[config.mk]
export PLATFORM = sky130hd
export DESIGN_NAME = wb_rom_arbiter
export DESIGN_NICKNAME = d
export VERILOG_FILES = /design/src/rtl/wb_rom_arbiter.sv
export SDC_FILE = /design/constraint.sdc
export NUM_CORES = 1
export LEC_CHECK = 0
export CELL_PAD_IN_SITES_DETAIL_PLACEMENT = 0
export CELL_PAD_IN_SITES_GLOBAL_PLACEMENT = 1
export CORE_ASPECT_RATIO = 1.5
export CORE_MARGIN = 10
export CORE_UTILIZATION = 17
export CTS_CLUSTER_SIZE = 14
export DETAILED_ROUTE_END_ITERATION = 6
export PLACE_DENSITY_LB_ADDON = 0.1
export SYNTH_ARGS = -nofsm -noshare
export SYNTH_HDL_FRONTEND = slang
export SYNTH_SLANG_ARGS = --single-unit
[constraint.sdc]
create_clock -name clk -period 3.4 [get_ports clk]
set_input_delay 0.68 -clock clk [delete_from_list [all_inputs] [get_ports clk]]
set_output_delay 0.68 -clock clk [all_outputs]
set_load 0.05 [all_outputs]
[src/rtl/wb_rom_arbiter.sv]
// Round-robin arbiter sharing one pipelined Wishbone ROM slave between two read masters.
// Grants are held per bus cycle, and an outstanding-strobe count routes every ack back to its master.
module wb_rom_arbiter #(
  parameter int AW      = 16,
  parameter int DW      = 16,
  parameter int MAX_OUT = 4
) (
  input  logic          clk,
  input  logic          rst_n,
  input  logic          m0_cyc,
  input  logic          m0_stb,
  input  logic [AW-1:0] m0_adr,
  output logic [DW-1:0] m0_dat,
  output logic          m0_ack,
  output logic          m0_stall,
  input  logic          m1_cyc,
  input  logic          m1_stb,
  input  logic [AW-1:0] m1_adr,
  output logic [DW-1:0] m1_dat,
  output logic          m1_ack,
  output logic          m1_stall,
  output logic          s_cyc,
  output logic          s_stb,
  output logic [AW-1:0] s_adr,
  input  logic [DW-1:0] s_dat,
  input  logic          s_ack,
  input  logic          s_stall
);

  localparam int            CW     = $clog2(MAX_OUT + 1);
  localparam logic [CW-1:0] MAX_C  = CW'(MAX_OUT);
  localparam logic [CW-1:0] ONE_C  = CW'(1);
  localparam logic [CW-1:0] ZERO_C = CW'(0);

  typedef enum logic [1:0] {
    IDLE = 2'd0,
    G0   = 2'd1,
    G1   = 2'd2
  } state_t;

  state_t        state_r, state_s;
  logic          last_r, last_s;
  logic [CW-1:0] out_r, out_s;
  logic          gnt0_s, gnt1_s, sel_cyc_s, sel_stb_s;
  logic          busy_s, full_s, accept_s, ack_ok_s;

  // Bus steering: outputs follow the registered grant, so reset clears them without a clock.
  always_comb begin
    gnt0_s = (state_r == G0);
    gnt1_s = (state_r == G1);
    busy_s = (out_r != ZERO_C);
    full_s = (out_r >= MAX_C);
    if (gnt0_s) begin
      sel_cyc_s = m0_cyc;
      sel_stb_s = m0_stb;
      s_adr     = m0_adr;
    end else if (gnt1_s) begin
      sel_cyc_s = m1_cyc;
      sel_stb_s = m1_stb;
      s_adr     = m1_adr;
    end else begin
      sel_cyc_s = 1'b0;
      sel_stb_s = 1'b0;
      s_adr     = {AW{1'b0}};
    end
    s_stb    = sel_cyc_s & sel_stb_s & ~full_s;
    // An aborted master still owns the bus until its in-flight acks drain.
    s_cyc    = (gnt0_s | gnt1_s) & (sel_cyc_s | busy_s);
    accept_s = s_stb & ~s_stall;
    ack_ok_s = s_ack & busy_s;
    m0_stall = gnt0_s ? (s_stall | full_s) : 1'b1;
    m1_stall = gnt1_s ? (s_stall | full_s) : 1'b1;
    m0_ack   = gnt0_s & ack_ok_s & m0_cyc;
    m1_ack   = gnt1_s & ack_ok_s & m1_cyc;
    m0_dat   = gnt0_s ? s_dat : {DW{1'b0}};
    m1_dat   = gnt1_s ? s_dat : {DW{1'b0}};
  end

  // Outstanding-strobe count; an ack with nothing outstanding is ignored.
  always_comb begin
    case ({accept_s, ack_ok_s})
      2'b10:   out_s = out_r + ONE_C;
      2'b01:   out_s = out_r - ONE_C;
      default: out_s = out_r;
    endcase
  end

  // Grant selection: round-robin on ties, release only once cyc is low and the count is drained.
  always_comb begin
    state_s = state_r;
    last_s  = last_r;
    case (state_r)
      IDLE: begin
        if (m0_cyc && m1_cyc) begin
          state_s = last_r ? G0 : G1;
        end else if (m0_cyc) begin
          state_s = G0;
        end else if (m1_cyc) begin
          state_s = G1;
        end else begin
          state_s = IDLE;
        end
      end
      G0: begin
        if (!m0_cyc && !busy_s) begin
          last_s  = 1'b0;
          state_s = m1_cyc ? G1 : IDLE;
        end else begin
          state_s = G0;
        end
      end
      G1: begin
        if (!m1_cyc && !busy_s) begin
          last_s  = 1'b1;
          state_s = m0_cyc ? G0 : IDLE;
        end else begin
          state_s = G1;
        end
      end
      default: state_s = IDLE;
    endcase
  end

  // State, round-robin pointer and counter registers.
  always_ff @(posedge clk or negedge rst_n) begin
    if (!rst_n) begin
      state_r <= IDLE;
      last_r  <= 1'b1;
      out_r   <= ZERO_C;
    end else begin
      state_r <= state_s;
      last_r  <= last_s;
      out_r   <= out_s;
    end
  end

endmodule

==> results_dict.tcl <==
set metrics [dict create \
    status "complete, no violations" \
    hold_buffers 0 \
    setup_viol 0 \
    fin_skew_ps 7.431 \
    report.final.slew_viol_count 0 \
    n_fill_cell 507 \
    numCtsBuffers 3 \
    avgRoutedWirePerCell_um 15.73 \
    cts.sinks 6 \
    track_usage_pct 10.51 \
    hp-class "reg2reg" \
    synth_async_sr_flop_share_pct 100.0 \
    dp_hpwl_mm 4.266 \
    syn-cell-area_sq_um 917.1 \
    die_area_sq_um 8793 \
    route.vias.total 1340 \
    avgSynthCellArea_sq_um 6.413 \
    first_global_vias 1325 \
    synth-seq-cells 6 \
    ys_types 26 \
    routed_via_density 4.227 \
    peakVddDrop_mv 0.7316 \
    postCtsSetupRepairBufs 0 \
    finalSetupTns_ps 0 \
    grt_max_degree 53 \
    drt_iter0_drc 64 \
    drc_errors 0 \
    io_pins 110 \
    finalCritPeriodShare_pct 83.65 \
    synth_edf_count 0 \
    grt-ovfl-total 0 \
    critical_path_arrival_ps 2160 \
    layout_common_cells "clkdlybuf4s50_1 (56), nand2_1 (38), buf_12 (34), and2_1 (32), buf_4 (22)" \
    h-tree-depth 1 \
    drtAntennaViolNets 0 \
    cts_resized 0 \
    cts_root_buf "clkbuf_8" \
    mostFrequentLayoutCell "clkdlybuf4s50_1" \
    n_antenna_cell 0 \
    drive_above_1_share_pct 25.30 \
    place.gp.congestion 0.8267 \
    antenna_found_initial 0 \
    critical_path_required_ps 2720 \
    seqCellArea_sq_um 151.4 \
    powerDensity_nw_per_um2 1019 \
    setup.worst_path.end_class "primary output" \
    rows 32 \
    layout.cells.non_filler 317 \
    yosys_warnings 0 \
    grt_pass1_wl_mm 7.389 \
    cp_max_fo 14 \
    area_growth_pct 163.2 \
    core_area_sq_um 5205 \
    clk_latency_ps 230 \
    multiInputGateArea_sq_um 695.7 \
    cts_buffer_depth 2 \
    drt-total-wl_mm 4.987 \
    slew_headroom_pct 65.30 \
    portBuffers 109 \
    initial_core_util_pct 17.62 \
    cp-start-kind "flip-flop" \
    synthesis.nets 205 \
    synth_ff_type "dfrtp_1" \
    finalHoldViolCount 0 \
    cts_tree "built" \
    cellLeakagePower_nw 1.016 \
    fmax_ghz 0.3516 \
    rsz0062_at_grt "false" \
    syn-instance-count 143 \
    seq_area_frac_synth_pct 16.51 \
    drv_cap 0 \
    clk_pin_slew_ps 30 \
    worst-setup-path-type "reg2out" \
    final.min_clock_period_ps 2844 \
    dp_cells 313 \
    firstDrtPassIters 6 \
    dieHeight_um 110.0 \
    nets 312 \
    worst_pin_slew_ps 515.7 \
    die_w_um 79.97 \
]
## flip-flops by register name, summed over array words and instances (netlist names)
signal	count
out_r	3
state_r	2
last_r	1
## final timing paths
check / startpoint / endpoint / slack [ps] / cells after the start
min in group asynchronous: rst_n / out_r[0]$_DFFE_PN0P_ / 690 / 1
worst max register to register: state_r[0]$_DFF_PN0_ / out_r[2]$_DFFE_PN0P_ / 870 / 11
worst min register to register: last_r$_DFFE_PN1P_ / last_r$_DFFE_PN1P_ / 590 / 2
worst max-delay path: state_r[0]$_DFF_PN0_ / s_adr[11] / 560 / 7
max in group asynchronous: rst_n / last_r$_DFFE_PN1P_ / 2420 / 1
worst min-delay path: last_r$_DFFE_PN1P_ / last_r$_DFFE_PN1P_ / 590 / 2
## cell families (layout without fill, tap and decap cells)
logic type      after synthesis  after routing  synth area share (%)
flops                         6              6                 16.51
mux                           1              1                 1.091
xor+xnor                      3              3                 2.865
compound gates               25             25                 16.51
buf+inv                      18            124                 7.640
fa+ha+maj                     6              6                 9.004
simple gates                 84             84                 46.38
## cell type report
type / count / share of cell area [%]
clock buffers: 4 / 1.866
multi-input cells: 119 / 28.82
well taps: 68 / 3.525
repair buffers: 112 / 58.27
flip-flops and latches: 6 / 6.273
inverters: 8 / 1.244
## cell usage after synthesis, drive strengths merged (2+ instances only)
master	number	area, sq um
nor4	3	25.02
buf	4	17.52
inv	8	30.03
dfrtp	5	125.1
nor2	6	22.52
a221oi	2	17.52
o21ai	18	90.09
and2	32	200.2
clkbuf	6	22.52
nand2b	2	12.51
ha	5	62.56
xor2	2	17.52
a31oi	2	12.51
nand2	38	142.6
## worst max-delay path, cell delays in order (launching register included)
cell	delay, ps
dfrtp_1	390
inv_1	90
ha_1	390
buf_4	270
buf_4	220
nand2_1	60
o21ai_0	310
buf_12	190
## metrics by stage
| stage | utilization, % | power, W | hold WS [ps] | setup WS, ps | instance area [sq um] |
|---|---|---|---|---|---|
| 2_1_floorplan | - | 0.001366 | 384.4 | 510.9 | 917.1 |
| 3_3_place_gp | 45.50 | 0.002368 | 581.2 | 534.3 | 2369 |
| 3_5_place_dp | 45.50 | 0.002364 | 581.2 | 464.6 | 2369 |
| 4_1_cts | 46.37 | 0.002490 | 591.1 | 543.4 | 2414 |
| 5_1_grt | 46.37 | 0.002596 | 627.6 | 335.8 | 2414 |
| 6_report | 46.37 | 0.002460 | 594.1 | 555.8 | 2414 |
## power by group
group	switching (W)	internal, W
sequential	0.0000499	0.000112
combinational	0.00128	0.000897
clock	0.0000359	0.0000811
total	0.00137	0.00109
## layer usage
layer / routed length [um] / global-route usage [%] / vias to the layer above / share of wire (%)
met4: 41 / 2.652 / 0 / 0.82
li1: - / - / 672 / -
met5: 0 / 0 / - / 0
met1: 2125 / 12.79 / 587 / 43
met3: 508 / 3.595 / 3 / 10
met2: 2311 / 17.20 / 78 / 46
(Power assumes the default switching activity.)
